==> src/rtl/div_seq_param_if.sv <==
`default_nettype none
// ---------------------------------------------------------------------------
// div_seq_param_if : start/busy/done handshake and operand/result bus
//                    for div_seq_param (is_unsigned only with DIV_UNSIGNED_EN)
// Revision 1.0
// ---------------------------------------------------------------------------
interface div_seq_param_if #(
  parameter int WIDTH = 32
);
  logic             i_start;
  logic [WIDTH-1:0] i_op_a;
  logic [WIDTH-1:0] i_op_b;
`ifdef DIV_UNSIGNED_EN
  logic             i_is_unsigned;
`endif
  logic             o_busy;
  logic             o_done;
  logic             o_zero_div;
  logic [WIDTH-1:0] o_hi;
  logic [WIDTH-1:0] o_lo;

`ifdef DIV_UNSIGNED_EN
  modport master (
    output i_start, i_op_a, i_op_b, i_is_unsigned,
    input  o_busy, o_done, o_zero_div, o_hi, o_lo
  );
  modport slave (
    input  i_start, i_op_a, i_op_b, i_is_unsigned,
    output o_busy, o_done, o_zero_div, o_hi, o_lo
  );
`else
  modport master (
    output i_start, i_op_a, i_op_b,
    input  o_busy, o_done, o_zero_div, o_hi, o_lo
  );
  modport slave (
    input  i_start, i_op_a, i_op_b,
    output o_busy, o_done, o_zero_div, o_hi, o_lo
  );
`endif
endinterface
`default_nettype wire

==> src/rtl/div_seq_param.sv <==
`default_nettype none
// ---------------------------------------------------------------------------
// div_seq_param : radix-2 restoring divider, fixed WIDTH+2 cycle latency,
//                 quotient on lo, remainder on hi. Option macro: DIV_UNSIGNED_EN
// Revision 1.0
// ---------------------------------------------------------------------------
module div_seq_param #(
  parameter int WIDTH = 32
) (
  input  wire logic      clk,
  input  wire logic      rst,
  div_seq_param_if.slave bus
);
  localparam int               CNT_W      = $clog2(WIDTH);
  localparam logic [CNT_W-1:0] c_CNT_INIT = CNT_W'(WIDTH - 1);
  localparam logic [CNT_W-1:0] c_CNT_ONE  = CNT_W'(1);
`ifdef DIV_UNSIGNED_EN
  localparam logic [WIDTH-1:0] c_DIV0 = '1;
`else
  localparam logic [WIDTH-1:0] c_DIV0 = {1'b0, {(WIDTH-1){1'b1}}};
`endif

  typedef enum logic [1:0] {
    S_IDLE = 2'd0,
    S_CALC = 2'd1,
    S_FIX  = 2'd2,
    S_DONE = 2'd3
  } state_t;

  state_t           r_state;
  logic [CNT_W-1:0] r_cnt;
  logic [WIDTH-1:0] r_rem;
  logic [WIDTH-1:0] r_dvd;
  logic [WIDTH-1:0] r_dvs;
  logic [WIDTH-1:0] r_hi;
  logic [WIDTH-1:0] r_lo;
  logic             r_sign_a;
  logic             r_neg_q;
  logic             r_busy;
  logic             r_done;
  logic             r_zero_div;

  logic             w_uns;
  logic             w_sa;
  logic             w_sb;
  logic [WIDTH-1:0] w_mag_a;
  logic [WIDTH-1:0] w_mag_b;
  logic [WIDTH:0]   w_trial;
  logic [WIDTH:0]   w_diff;
  logic             w_ge;
  logic [WIDTH-1:0] w_q_fix;
  logic [WIDTH-1:0] w_r_fix;

`ifdef DIV_UNSIGNED_EN
  assign w_uns = bus.i_is_unsigned;
`else
  assign w_uns = 1'b0;
`endif

  // Negating MIN yields MIN, which is the correct magnitude read as unsigned.
  assign w_sa    = ~w_uns & bus.i_op_a[WIDTH-1];
  assign w_sb    = ~w_uns & bus.i_op_b[WIDTH-1];
  assign w_mag_a = w_sa ? -bus.i_op_a : bus.i_op_a;
  assign w_mag_b = w_sb ? -bus.i_op_b : bus.i_op_b;

  // Dividend register doubles as the quotient shift register.
  assign w_trial = {r_rem, r_dvd[WIDTH-1]};
  assign w_diff  = w_trial - {1'b0, r_dvs};
  assign w_ge    = ~w_diff[WIDTH];
  assign w_q_fix = r_neg_q  ? -r_dvd : r_dvd;
  assign w_r_fix = r_sign_a ? -r_rem : r_rem;

  always_ff @(posedge clk) begin
    if (rst) begin
      r_state    <= S_IDLE;
      r_cnt      <= '0;
      r_rem      <= '0;
      r_dvd      <= '0;
      r_dvs      <= '0;
      r_hi       <= '0;
      r_lo       <= '0;
      r_sign_a   <= 1'b0;
      r_neg_q    <= 1'b0;
      r_busy     <= 1'b0;
      r_done     <= 1'b0;
      r_zero_div <= 1'b0;
    end else begin
      case (r_state)
        S_IDLE: begin
          if (bus.i_start) begin
            r_sign_a <= w_sa;
            r_neg_q  <= w_sa ^ w_sb;
            r_dvd    <= w_mag_a;
            r_dvs    <= w_mag_b;
            r_rem    <= '0;
            r_cnt    <= c_CNT_INIT;
            if (bus.i_op_b == '0) begin
              r_zero_div <= 1'b1;
              r_hi       <= c_DIV0;
              r_lo       <= c_DIV0;
              r_done     <= 1'b1;
              r_state    <= S_DONE;
            end else begin
              r_zero_div <= 1'b0;
              r_busy     <= 1'b1;
              r_state    <= S_CALC;
            end
          end
        end
        S_CALC: begin
          r_rem <= w_ge ? w_diff[WIDTH-1:0] : w_trial[WIDTH-1:0];
          r_dvd <= {r_dvd[WIDTH-2:0], w_ge};
          r_cnt <= r_cnt - c_CNT_ONE;
          if (r_cnt == '0) begin
            r_state <= S_FIX;
          end
        end
        S_FIX: begin
          r_hi    <= w_r_fix;
          r_lo    <= w_q_fix;
          r_busy  <= 1'b0;
          r_done  <= 1'b1;
          r_state <= S_DONE;
        end
        S_DONE: begin
          r_done  <= 1'b0;
          r_state <= S_IDLE;
        end
        default: r_state <= S_IDLE;
      endcase
    end
  end

  assign bus.o_busy     = r_busy;
  assign bus.o_done     = r_done;
  assign bus.o_zero_div = r_zero_div;
  assign bus.o_hi       = r_hi;
  assign bus.o_lo       = r_lo;
endmodule
`default_nettype wire

==> src/flat_wrapper.sv <==
// flat-port wrapper written by rule: the top's interface ports become plain ports
module div_seq_param_flat 
#(
  parameter int WIDTH = 32
)
  (clk, rst, bus_i_start, bus_i_op_a, bus_i_op_b, bus_o_busy, bus_o_done, bus_o_zero_div, bus_o_hi, bus_o_lo);
  div_seq_param_if #(.WIDTH(WIDTH)) bus_i ();
  input  wire logic clk;
  input  wire logic rst;
  input wire logic [$bits(bus_i.i_start)-1:0] bus_i_start;
  input wire logic [$bits(bus_i.i_op_a)-1:0] bus_i_op_a;
  input wire logic [$bits(bus_i.i_op_b)-1:0] bus_i_op_b;
  output wire logic [$bits(bus_i.o_busy)-1:0] bus_o_busy;
  output wire logic [$bits(bus_i.o_done)-1:0] bus_o_done;
  output wire logic [$bits(bus_i.o_zero_div)-1:0] bus_o_zero_div;
  output wire logic [$bits(bus_i.o_hi)-1:0] bus_o_hi;
  output wire logic [$bits(bus_i.o_lo)-1:0] bus_o_lo;
  assign bus_i.i_start = bus_i_start;
  assign bus_i.i_op_a = bus_i_op_a;
  assign bus_i.i_op_b = bus_i_op_b;
  assign bus_o_busy = bus_i.o_busy;
  assign bus_o_done = bus_i.o_done;
  assign bus_o_zero_div = bus_i.o_zero_div;
  assign bus_o_hi = bus_i.o_hi;
  assign bus_o_lo = bus_i.o_lo;
  div_seq_param #(.WIDTH(WIDTH)) u_core (.clk(clk), .rst(rst), .bus(bus_i));
endmodule
==> config.mk <==
export PLATFORM = sky130hd
export DESIGN_NAME = div_seq_param_flat
export DESIGN_NICKNAME = d
export VERILOG_FILES = /design/src/rtl/div_seq_param_if.sv /design/src/rtl/div_seq_param.sv /design/src/flat_wrapper.sv
export SDC_FILE = /design/constraint.sdc
export NUM_CORES = 1
export LEC_CHECK = 0
export CAP_MARGIN = 20
export CORE_MARGIN = 2
export CORE_UTILIZATION = 45
export CTS_CLUSTER_DIAMETER = 200
export DETAILED_ROUTE_END_ITERATION = 10
export GPL_TIMING_DRIVEN = 0
export PLACE_DENSITY = 0.69
export SLEW_MARGIN = 20
export SYNTH_ARGS = -nofsm -noshare
export SYNTH_HDL_FRONTEND = slang
export SYNTH_SLANG_ARGS = --single-unit
export TNS_END_PERCENT = 20
==> constraint.sdc <==
create_clock -name clk -period 3.5 [get_ports clk]
set_input_delay 0.7 -clock clk [delete_from_list [all_inputs] [get_ports clk]]
set_output_delay 0.7 -clock clk [all_outputs]
set_load 0.005 [all_outputs]
---- Word level (Yosys, flattened, before mapping) ----
Index checks and enable logic that the tools add are counted.
storage, ports and cells
  input port bits ......................... 67
  logic and storage cells ................. 65
  register bits after elaboration ......... 172
  output and inout bits ................... 67
operators by class
  reduce and logical (&&, ||, !) cells .... 12
  bitwise gates (word level) .............. 2
  add/subtract/negate cells ............... 6
  multiplexer cells ....................... 26
  eq/ne operators ......................... 7
operators with widths
  cell                                                   count
  2-to-1 mux 32 bit                                      9
  one-hot mux 32 bit (2 select lines)                    4
  negation 32 bit                                        4
  subtractor 33 x 32 -> 33 bit                           1
  zero test 32 bit                                       1
  one-hot mux 5 bit (2 select lines)                     1
  AND reduction 3 bit                                    3
  one-hot mux 2 bit (4 select lines)                     1
  2-to-1 mux 2 bit                                       3
  AND reduction 2 bit                                    3
  zero test 5 bit                                        1
  2-to-1 mux 1 bit                                       5
  2-to-1 mux 5 bit                                       1
  subtractor 5 x 1 -> 5 bit, second input constant       1
  == test 2 bit, second input constant                   2
  inequality test 2 x 1 -> 1 bit, second input constant  2
  inequality test 2 bit, second input constant           2
  nonzero test 2 bit                                     2
  one-hot mux 1 bit (3 select lines)                     1
  nonzero test 3 bit                                     1
  == test 2 x 1 -> 1 bit, second input constant          1
  zero test 2 bit                                        1
  one-hot mux 1 bit (2 select lines)                     1
  NOT 1 bit                                              1
  bitwise XOR 1 bit                                      1

---- Logic depth before layout (Yosys ltp) ----
Gate-level depths: netlist of run 1.
  depth in word-level cells ............... 4
  depth in mapped cells ................... 12
  depth with buffers taken out ............ 11

---- Worst setup path after synthesis of run 1 ----
Ideal clock, no wire load.
  kind .................................... input to register
  start point ............................. input bus_i_op_b[0]
  end point ............................... register u_core.r_hi[10], in the netlist u_core.bus.o_hi[10]
  arrival time ............................ 3.248 ns
  cell stages on the path ................. 11
  library setup time ...................... 0.142 ns
  slack ................................... 0.110 ns
  path through ............................ inv_1 > ha_1 > or3b_2 > nor4_1 > nand4_1 > nor2_1 > mux2_2 > clkbuf_1 > clkbuf_1 > buf_1 > a311oi_1
on the way
  longest elaborated chain between the ends .. 3
RTL lines
  what                                             RTL line              source
  start, declared                                  flat_wrapper.sv:12    input wire logic [$bits(bus_i.i_op_b)-1:0] bus_i_op_b;
  zero test 32 bit                                 div_seq_param.sv:97   if (bus.i_op_b == '0) begin
  inequality test 2 x 1 -> 1 bit (no source line)  n/a
  AND reduction 3 bit (no source line)             n/a
  end signal, assigned                             div_seq_param.sv:99   r_hi <= c_DIV0;
  end signal, assigned                             div_seq_param.sv:119  r_hi <= w_r_fix;
  end, declared                                    div_seq_param.sv:35   logic [WIDTH-1:0] r_hi;
No other way between the ends.
A chain may end at the register's enable or synchronous reset.

---- Worst setup path after layout of run 1 ----
  start point ............................. input bus_i_op_a[16]
  end point ............................... register u_core.r_dvd[26]
on the way
  longest elaborated chain between the ends .. 4
RTL lines
  what                                 RTL line              source
  start, declared                      flat_wrapper.sv:11    input wire logic [$bits(bus_i.i_op_a)-1:0] bus_i_op_a;
  negation 32 bit                      div_seq_param.sv:63   assign w_mag_a = w_sa ? -bus.i_op_a : bus.i_op_a;
  2-to-1 mux 32 bit                    div_seq_param.sv:63
  2-to-1 mux 32 bit                    div_seq_param.sv:90   if (bus.i_start) begin
  one-hot mux 32 bit (2 select lines)  div_seq_param.sv:88   case (r_state)
  end signal, assigned                 div_seq_param.sv:93   r_dvd <= w_mag_a;
  end signal, assigned                 div_seq_param.sv:112  r_dvd <= {r_dvd[WIDTH-2:0], w_ge};
  end, declared                        div_seq_param.sv:33   logic [WIDTH-1:0] r_dvd;
No other way between the ends. The select of a mux whose other input is x is not followed.

==> qor.txt, run 1 <==
net switching power -> 3634 uW
drt total wl -> 35,830 um
largest fanout on the critical path -> 4
number of cells produced by synthesis -> 1,367
startpoint kind of the worst setup timing path -> primary input
shortest clock period the worst path allows after layout -> 3402 ps
count of inserted antenna diode cells -> 0
maximum number of pins on one net before global-route repair -> 18
Die ar. -> 25,390 um^2
fill count -> 2,223
final std cells w/o fill -> 1,850
drt via density -> 5.991
ratio of total power to cell area -> 660.1 nW/um^2
reported max-cap violation count -> 0
antenna violations before repair -> 0
DRC violations left -> 0
clock root buffer master -> clkbuf_16
total count of max-transition violations in the final report -> 0
power share of the combinational group -> 44.6%
Yosys warning count -> 0
total number of nets in the final design -> 1,629
fraction of power consumed by sequential logic -> 30.9%
total internal power -> 5174 uW
GR Overflow Total -> 0
skew final -> 11.32 ps
hold-fix buffer count after cts -> 0
area leader, netlist -> dfxtp_1
share of total power in the clock network -> 24.5%
Synth Net Count -> 1,478
clock tree from TritonCTS -> built
count of final setup violators -> 0
switching part of the total -> 41.26%
total CTS buffers -> 17
required time worst endpoint -> 3810 ps
area growth from synthesis to layout -> 22.89%
via count of the first global-routing pass -> 10,750
H-tree Lvls -> 4
global-route wire length before repair -> 57,400 um
post-route clock period utilization -> 97.20%
routed length per instance -> 19.37 um
post-synth cell types -> 56
TritonRoute pass-1 iters -> 6
outcome -> finished clean
WP data arrival -> 3720 ps
highest ir drop seen on vdd -> 0.0004158 V
placed instance area -> 12,580 um^2
number of clock sinks -> 172
Core Area -> 23,610 um^2
TNS Setup -> 0 ps
transition at the pin with the smallest max-transition slack -> 820.8 ps
async set-reset flop share out of synthesis -> 0%
top cells by area, synth -> dfxtp_1 32%, xor2_1 6.8%, nor2_1 5.3%
overall global routing resource usage -> 27.99%
share of synthesized area occupied by flip-flops and latches -> 31.71%
Boundary Pins -> 134
clock-pin transition on the worst setup and hold timing paths -> 70 ps
setup repair after global routing missed its margin -> yes
Yosys top cell area share -> 31.71%
Highest Clock Rate -> 0.2940 GHz
count of flip-flops with a built-in enable after synthesis -> 0
Setup Crit Path Kind -> in -> reg
Rel. slew slack -> 45.28%
synthesized area divided by synthesized cell count -> 7.943 um^2
post-synthesis instance area -> 10,860 um^2
Pleak -> 0.005003 uW
final hold violation count -> 0
clk buf depth -> 2
Die Y -> 159.3 um
final hold slack -> 455.0 ps
post-route cell area -> 13,340 um^2
Routed Antenna Nets -> 0
number of core rows -> 56
min-delay worst type -> reg -> reg
number of buffers added on ports -> 132
initial core utilization -> 45.98%
placed insts -> 1,818
post-detailed-placement half-perimeter wirelength -> 27,500 um
Worst-Skew Late Latency -> 430 ps
share of final-layout standard cells stronger than drive strength 1 -> 5.095%
die width -> 159.3 um
dominant synthesized flop cell -> dfxtp_1
capturing element type of the critical path -> register
final weighted congestion of routability-driven global placement -> 0.9236
number of synthesized register bits -> 172
initial drt markers -> 1,051
via count of the routed design -> 11,080
## cell usage in the layout, fill, tap and decap left out, types with 43 or more instances in the layout
cell / netlist / final
a21oi_1: 53 / 53
a311oi_1: 65 / 65
clkbuf_1: 92 / 79
clkdlybuf4s50_1: 0 / 132
dfxtp_1: 172 / 170
ha_1: 43 / 43
inv_1: 58 / 58
nand2_1: 117 / 117
nand3_1: 69 / 69
nor2_1: 152 / 152
o21ai_0: 59 / 59
xnor2_1: 61 / 61
xor2_1: 84 / 84
## Yosys cell counts (3+ instances only)
master and instances:
a21oi_1 53, inv_1 58, o31ai_1 38, nor4_1 11
nor2_1 152, a31oi_1 5, o41ai_1 24, nand3_1 69
nand4_1 12, or4_4 3, o21a_1 6, or4_1 20
or3_1 19, nand4b_1 3, mux2i_1 5, and3_1 3
nor3_1 17, or2_2 9, a211oi_1 36, nand2_1 117
buf_1 13, a21o_1 6, o21ai_0 59, a32o_1 3
o21bai_1 5, a32oi_1 9, ha_1 43, a221oi_1 3
nor2b_1 7, nand2b_1 17, dfxtp_1 172, clkbuf_1 92
and2_1 7, a222oi_1 27, or3b_2 3, xor2_1 84
a311oi_1 65, o211ai_1 8, xnor2_1 61
## registers in the layout, summed over array words and instances (netlist names)
name,cells
u_core.r_dvd,32
u_core.bus.o_hi,32
u_core.r_cnt,5
u_core.bus.o_zero_div,1
u_core.r_state,2
u_core.bus.o_done,1
u_core.r_rem,32
u_core.bus.o_busy,1
u_core.r_dvs,32
u_core.r_sign_a,1
u_core.bus.o_lo,32
u_core.r_neg_q,1
## power groups by stage
stage          sequential (uW)  clock (uW)  combinational [uW]
2_1_floorplan             2670           0                2550
3_3_place_gp              2740           0                3790
3_5_place_dp              2750           0                3820
4_1_cts                   2710        2160                3890
5_1_grt                   2770        2250                4320
6_report                  2720        2160                3930
## final timing paths
check,slack (ps),to,startpoint,depth (start not counted)
worst max-delay path,100,u_core.r_dvd[26],bus_i_op_a[16],9
worst min register to register,450,u_core.bus.o_lo[31],u_core.bus.o_lo[31],2
worst min-delay path,450,u_core.bus.o_lo[31],u_core.bus.o_lo[31],2
worst max register to register,170,u_core.r_rem[3],u_core.r_rem[20],11
## through the flow
stage	total power (uW)	utilization (%)	setup WS [ps]
floorplan	5216	-	110.3
global placement	6537	53.27	-1836
detailed placement	6570	53.27	-1884
CTS	8759	56.28	23.45
global route	9339	56.51	-52.38
finish	8808	56.51	98.07
## critical path, stage by stage
cell             delay, ps
clkdlybuf4s50_1        460
or4_1                  620
nor4_1                 360
or4b_1                 540
or2_2                  330
o31ai_1                260
xnor2_1                100
a222oi_1               270
nor2_1                  60
## metal layers
layer  GRT usage [%]  wire length (um)
met1           35.72             15370
met5               0                 0
met2           47.92             17070
met3           4.637              2298
met4           9.752              1095
## what timing repair did
action                                 in CTS  in global routing
setup endpoints to repair                  74                 95
buffers inserted                            1                  0
pin swaps                                   1                  3
endpoints found under the hold margin       0                  0
gates resized for setup                    17                 21
## final cells by class
class | instances | area [um^2] | area share (%)
buffer | 104 | 416.7 | 3.123
clock buffer | 18 | 439.2 | 3.291
clock inverter | 14 | 226.5 | 1.697
inverter | 58 | 217.7 | 1.632
multi-input combinational | 1032 | 6869 | 51.48
sequential | 172 | 3446 | 25.83
tap | 319 | 399.1 | 2.991
timing repair buffer | 133 | 1329 | 9.959
## kinds of logic (layout without fill, tap and decap cells)
logic type,after synthesis,after routing,share of synthesized area [%]
adder cells (fa/ha/maj),44,44,5.139
AO/OA/AOI/OAI,362,362,24.46
XOR/XNOR,145,145,11.70
flip-flops,172,172,31.71
AND/OR/NAND/NOR,475,475,20.79
multiplexers,6,6,0.5647
buffers and inverters,163,327,5.635
Note: power is estimated with default switching activity, not from simulation.
==> run 2, diff against run 1 <==
--- a/config.mk
+++ b/config.mk
@@ -16,4 +16,3 @@
 export SYNTH_ARGS = -nofsm -noshare
 export SYNTH_HDL_FRONTEND = slang
 export SYNTH_SLANG_ARGS = --single-unit
-export TNS_END_PERCENT = 20
==> qor.txt, run 2 (synthesis gave the netlist of run 1 again) <==
min-delay worst type -> reg -> reg (unchanged)
Die Y -> 159.3 um (unchanged)
Die ar. -> 25,390 um^2 (unchanged)
list of cells traversed by the critical path -> clkdlybuf4s50_1 > or4_1 > nor4_1 > or4b_1 > or2_2 > o31ai_1 > xnor2_1 > a222oi_1 > nor2_1 (unchanged)
switching part of the total -> 41.23% (was 41.26%)
source of the worst hold timing path -> u_core.bus.o_lo[31] (unchanged)
capturing element type of the critical path -> register (unchanged)
TNS Setup -> 0 ps (unchanged)
initial core utilization -> 45.98% (unchanged)
Core Area -> 23,610 um^2 (unchanged)
clk buf depth -> 2 (unchanged)
post-route clock period utilization -> 97.11% (was 97.20%)
share of final-layout standard cells stronger than drive strength 1 -> 5.225% (was 5.095%)
Routed Antenna Nets -> 0 (unchanged)
top library cells by usage in the layout, fill and taps aside -> 170 x dfxtp_1, 152 x nor2_1, 132 x clkdlybuf4s50_1 (unchanged)
GR Util met2 -> 47.92% (unchanged)
drt total wl -> 35,780 um (was 35,830 um)
die width -> 159.3 um (unchanged)
outcome -> finished clean (unchanged)
transition at the pin with the smallest max-transition slack -> 812.5 ps (was 820.8 ps)
total number of nets in the final design -> 1,629 (unchanged)
largest fanout on the critical path -> 4 (unchanged)
smallest setup slack after layout -> 101.2 ps (was 98.07 ps)
total count of max-transition violations in the final report -> 0 (unchanged)
Boundary Pins -> 134 (unchanged)
count of inserted antenna diode cells -> 0 (unchanged)
final std cells w/o fill -> 1,850 (unchanged)
highest ir drop seen on vdd -> 0.0004155 V (was 0.0004158 V)
via count of the first global-routing pass -> 10,750 (unchanged)
placed instance area -> 12,580 um^2 (unchanged)
routed length per instance -> 19.34 um (was 19.37 um)
via count of the routed design -> 11,030 (was 11,080)
Setup Crit Path Kind -> in -> reg (unchanged)
Pleak -> 0.005009 uW (was 0.005003 uW)
start point of the critical path -> bus_i_op_a[16] (unchanged)
initial drt markers -> 1,090 (was 1,051)
Top Usage Layer GRT -> met2 (unchanged)
DRC violations left -> 0 (unchanged)
ratio of total power to cell area -> 659.4 nW/um^2 (was 660.1 nW/um^2)
worst slack after detailed placement -> -1884 ps (unchanged)
post-detailed-placement half-perimeter wirelength -> 27,500 um (unchanged)
delay of the slowest cell on the worst path -> 620 ps (about the same)
post-route cell area -> 13,350 um^2 (was 13,340 um^2)
clock root buffer master -> clkbuf_16 (unchanged)
skew final -> 11.55 ps (was 11.32 ps)
fraction of power consumed by sequential logic -> 30.9% (about the same)
required time worst endpoint -> 3820 ps (was 3810 ps)
placed insts -> 1,818 (unchanged)
global-route wire length before repair -> 57,400 um (unchanged)
total CTS buffers -> 17 (unchanged)
number of buffers added on ports -> 132 (unchanged)
global routing met3 resource utilization -> 4.637% (unchanged)
reported max-cap violation count -> 0 (unchanged)
start of the worst register-to-register path -> u_core.r_rem[3] (was u_core.r_rem[20])
GR Overflow Total -> 0 (unchanged)
antenna violations before repair -> 0 (unchanged)
final hold violation count -> 0 (unchanged)
power share of the combinational group -> 44.6% (about the same)
number of core rows -> 56 (unchanged)
net switching power -> 3629 uW (was 3634 uW)
clock tree from TritonCTS -> built (unchanged)
Rel. slew slack -> 45.12% (was 45.28%)
Worst-Skew Late Latency -> 440 ps (was 430 ps)
overall global routing resource usage -> 27.99% (unchanged)
clock-pin transition on the worst setup and hold timing paths -> 70 ps (about the same)
WP data arrival -> 3720 ps (about the same)
area growth from synthesis to layout -> 22.95% (was 22.89%)
most common library cell in the layout ignoring fill and taps -> dfxtp_1 (unchanged)
met1 track demand over resource -> 35.72% (unchanged)
startpoint kind of the worst setup timing path -> primary input (unchanged)
maximum number of pins on one net before global-route repair -> 18 (unchanged)
setup repair after global routing missed its margin -> yes (unchanged)
count of final setup violators -> 0 (unchanged)
number of clock sinks -> 172 (unchanged)
standard cell with the maximum stage delay on the critical path -> or4_1 (unchanged)
shortest clock period the worst path allows after layout -> 3399 ps (was 3402 ps)
Highest Clock Rate -> 0.2942 GHz (was 0.2940 GHz)
TritonRoute pass-1 iters -> 8 (was 6)
final weighted congestion of routability-driven global placement -> 0.9236 (unchanged)
drt via density -> 5.964 (was 5.991)
share of total power in the clock network -> 24.4% (was 24.5%)
total internal power -> 5174 uW (about the same)
H-tree Lvls -> 4 (unchanged)
run 2: changes by cell type in the layout (fill, tap and decap cells not counted):
cell      before  now
clkbuf_1      79   77
clkbuf_4       3    5
clkbuf_2       7    9
buf_2          5    3
run 2: final timing paths:
path                         endpoint  slack [ps]  cells after the start
setup / recovery     u_core.r_dvd[26]         100                      9
hold / removal    u_core.bus.o_lo[31]         460                      2
setup reg to reg  u_core.bus.o_hi[24]         170                      8
hold reg to reg   u_core.bus.o_lo[31]         460                      2
run 2: cell type report:
class | count | area [um^2]
Inverter | 58 | 217.7
Fill cell | 2221 | 10260
Buffer | 104 | 424.2
Multi-Input combinational cell | 1032 | 6869
Tap cell | 319 | 399.1
Clock buffer | 18 | 439.2
Timing Repair Buffer | 133 | 1329
Clock inverter | 14 | 226.5
Sequential cell | 172 | 3446
run 2: metrics by stage:
step,power (uW),util [%],hold slack (ps)
finish,8803,56.54,455.1
detailed placement,6570,53.27,446.4
global route,9340,56.54,475.5
global placement,6537,53.27,442.9
CTS,8759,56.28,456.4
floorplan,5216,-,431.9
run 2: layer usage:
metal / wire, um / up-vias
li1: - / 5333
met1: 15300 / 5214
met2: 17100 / 414
met3: 2300 / 72
met4: 1077 / 0
met5: 0 / -
run 2: what timing repair did:
action / 4_1_cts / 5_1_grt
hold buffers: 0 / 0
pin swaps: 1 / 3
gates resized for setup: 17 / 27
buffers inserted: 1 / 0
setup endpoints to repair: 74 / 95
run 2: power by group through the flow:
stage	clock network, uW	logic (uW)	registers [uW]
3_3_place_gp	0	3790	2740
5_1_grt	2250	4320	2770
6_report	2150	3930	2720
3_5_place_dp	0	3820	2750
2_1_floorplan	0	2550	2670
4_1_cts	2160	3890	2710
run 2: critical path: cells and delay by family:
| kind | cells | cell delay, ps |
|---|---|---|
| AND/OR/NAND/NOR | 5 | 1910 |
| AO/OA/AOI/OAI | 2 | 530 |
| buffers and inverters | 1 | 460 |
| XOR/XNOR | 1 | 100 |
==> run 3, diff against run 2 <==
--- a/config.mk
+++ b/config.mk
@@ -10,6 +10,7 @@
 export CORE_UTILIZATION = 45
 export CTS_CLUSTER_DIAMETER = 200
 export DETAILED_ROUTE_END_ITERATION = 10
+export GPL_ROUTABILITY_DRIVEN = 0
 export GPL_TIMING_DRIVEN = 0
 export PLACE_DENSITY = 0.69
 export SLEW_MARGIN = 20
==> qor.txt, run 3 (synthesis gave the netlist of run 1 again) <==
net switching power -> 3578 uW (was 3629 uW)
worst slack after detailed placement -> -1897 ps (was -1884 ps)
Highest Clock Rate -> 0.2996 GHz (was 0.2942 GHz)
met1 track demand over resource -> 34.32% (was 35.72%)
start point of the critical path -> bus_i_op_b[6] (was bus_i_op_a[16])
smallest setup slack after layout -> 162.2 ps (was 101.2 ps)
DRC violations left -> 0 (unchanged)
fraction of power consumed by sequential logic -> 31.2% (was 30.9%)
clock root buffer master -> clkbuf_16 (unchanged)
clk buf depth -> 2 (unchanged)
hold-fix buffer count after cts -> 0 (unchanged)
TritonRoute pass-1 iters -> 7 (was 8)
maximum number of pins on one net before global-route repair -> 17 (was 18)
final hold violation count -> 0 (unchanged)
Core Area -> 23,610 um^2 (unchanged)
Top Usage Layer GRT -> met2 (unchanged)
count of inserted antenna diode cells -> 0 (unchanged)
total internal power -> 5134 uW (was 5174 uW)
die width -> 159.3 um (unchanged)
via count of the routed design -> 11,130 (was 11,030)
total CTS buffers -> 17 (unchanged)
share of final-layout standard cells stronger than drive strength 1 -> 5.020% (was 5.225%)
start of the worst register-to-register path -> u_core.r_rem[3] (unchanged)
startpoint kind of the worst setup timing path -> primary input (unchanged)
Die Y -> 159.3 um (unchanged)
post-route clock period utilization -> 95.37% (was 97.11%)
Rel. slew slack -> 44.43% (was 45.12%)
number of buffers added on ports -> 132 (unchanged)
global routing met3 resource utilization -> 5.210% (was 4.637%)
skew final -> 15.51 ps (was 11.55 ps)
Routed Antenna Nets -> 0 (unchanged)
Die ar. -> 25,390 um^2 (unchanged)
H-tree Lvls -> 4 (unchanged)
total number of nets in the final design -> 1,632 (was 1,629)
reported max-cap violation count -> 0 (unchanged)
number of core rows -> 56 (unchanged)
area growth from synthesis to layout -> 22.70% (was 22.95%)
antenna violations before repair -> 0 (unchanged)
GR Overflow Total -> 0 (unchanged)
Setup Crit Path Kind -> in -> reg (unchanged)
initial drt markers -> 840 (was 1,090)
number of clock sinks -> 172 (unchanged)
source of the worst hold timing path -> u_core.r_dvs[25] (was u_core.bus.o_lo[31])
via count of the first global-routing pass -> 10,690 (was 10,750)
power share of the combinational group -> 44.7% (was 44.6%)
highest ir drop seen on vdd -> 0.0003671 V (was 0.0004155 V)
post-detailed-placement half-perimeter wirelength -> 27,210 um (was 27,500 um)
drt total wl -> 35,490 um (was 35,780 um)
routed length per instance -> 19.15 um (was 19.34 um)
drt via density -> 6.005 (was 5.964)
outcome -> finished clean (unchanged)
min-delay worst type -> reg -> reg (unchanged)
share of total power in the clock network -> 24.1% (was 24.4%)
largest fanout on the critical path -> 5 (was 4)
GR Util met2 -> 46.32% (was 47.92%)
most common library cell in the layout ignoring fill and taps -> dfxtp_1 (unchanged)
Boundary Pins -> 134 (unchanged)
capturing element type of the critical path -> register (unchanged)
total count of max-transition violations in the final report -> 0 (unchanged)
ratio of total power to cell area -> 653.8 nW/um^2 (was 659.4 nW/um^2)
switching part of the total -> 41.07% (was 41.23%)
shortest clock period the worst path allows after layout -> 3338 ps (was 3399 ps)
transition at the pin with the smallest max-transition slack -> 833.6 ps (was 812.5 ps)
Pleak -> 0.004991 uW (was 0.005009 uW)
clock-pin transition on the worst setup and hold timing paths -> 60 ps (was 70 ps)
setup repair after global routing missed its margin -> no (was yes)
overall global routing resource usage -> 27.43% (was 27.99%)
clock tree from TritonCTS -> built (unchanged)
global-route wire length before repair -> 56,450 um (was 57,400 um)
top library cells by usage in the layout, fill and taps aside -> 171 x dfxtp_1, 152 x nor2_1, 132 x clkdlybuf4s50_1 (was 170 x dfxtp_1, 152 x nor2_1, 132 x clkdlybuf4s50_1)
Worst-Skew Late Latency -> 450 ps (was 440 ps)
initial core utilization -> 45.98% (unchanged)
required time worst endpoint -> 3840 ps (was 3820 ps)
final hold slack -> 453.3 ps (was 455.1 ps)
WP data arrival -> 3680 ps (was 3720 ps)
count of final setup violators -> 0 (unchanged)
==> run 3: cell types whose count changed in the layout (fill, tap and decap cells not counted), sizes merged <==
cell      before  now
inv           64   63
clkinvlp       1    2
buf           14   17
==> run 3: worst max-delay path, cell delays in order <==
cell             delay (ps)
clkdlybuf4s50_1         450
or4_1                   610
or2_2                   360
or3_4                   370
nand2b_1                210
or3_1                   390
o31ai_2                 230
xor2_1                  110
a211oi_1                250
==> run 3: layout make-up <==
type / count / area (um^2)
repair buffers: 136 / 1351
clock inverters: 14 / 206.4
inverters: 58 / 217.7
multi-input cells: 1032 / 6863
clock buffers: 18 / 429.2
flip-flops and latches: 172 / 3445
fillers: 2237 / 10290
well taps: 319 / 399.1
plain buffers: 104 / 411.6
==> run 3: metrics by stage <==
stage          instances  utilization (%)  cell area [um^2]  setup TNS [ps]  total power [uW]
2_1_floorplan       1367                -             10860               0              5216
3_3_place_gp        1818            53.27             12580         -107730              6514
3_5_place_dp        1818            53.27             12580         -116060              6557
4_1_cts             1850            56.15             13260               0              8667
5_1_grt             1853            56.42             13320               0              9240
6_report            1853            56.42             13320               0              8711
==> run 3: layer usage <==
metal	share of wire (%)	vias up
met3	6.8	95
met1	41	5257
li1	-	5336
met2	48	439
met4	4.0	0
met5	0	-
==> run 3: timing repair <==
action                                  in CTS  in global routing
resized for setup                           15                 15
pin swaps                                    1                  4
setup buffers                                1                  3
endpoints found under the setup margin      68                 85
==> run 3: path summary, 6_finish.rpt <==
| check | depth (start not counted) | end | slack, ps |
|---|---|---|---|
| setup / recovery | 9 | u_core.r_dvs[29] | 160 |
| hold / removal | 2 | u_core.r_dvs[25] | 450 |
| setup reg to reg | 8 | u_core.bus.o_hi[20] | 180 |
| hold reg to reg | 2 | u_core.r_dvs[25] | 450 |
==> run 3: power by group through the flow <==
stage	Combinational (uW)	Sequential [uW]	Clock (uW)
2_1_floorplan	2550	2670	0
3_3_place_gp	3770	2740	0
3_5_place_dp	3810	2750	0
4_1_cts	3860	2710	2100
5_1_grt	4300	2760	2180
6_report	3900	2720	2100
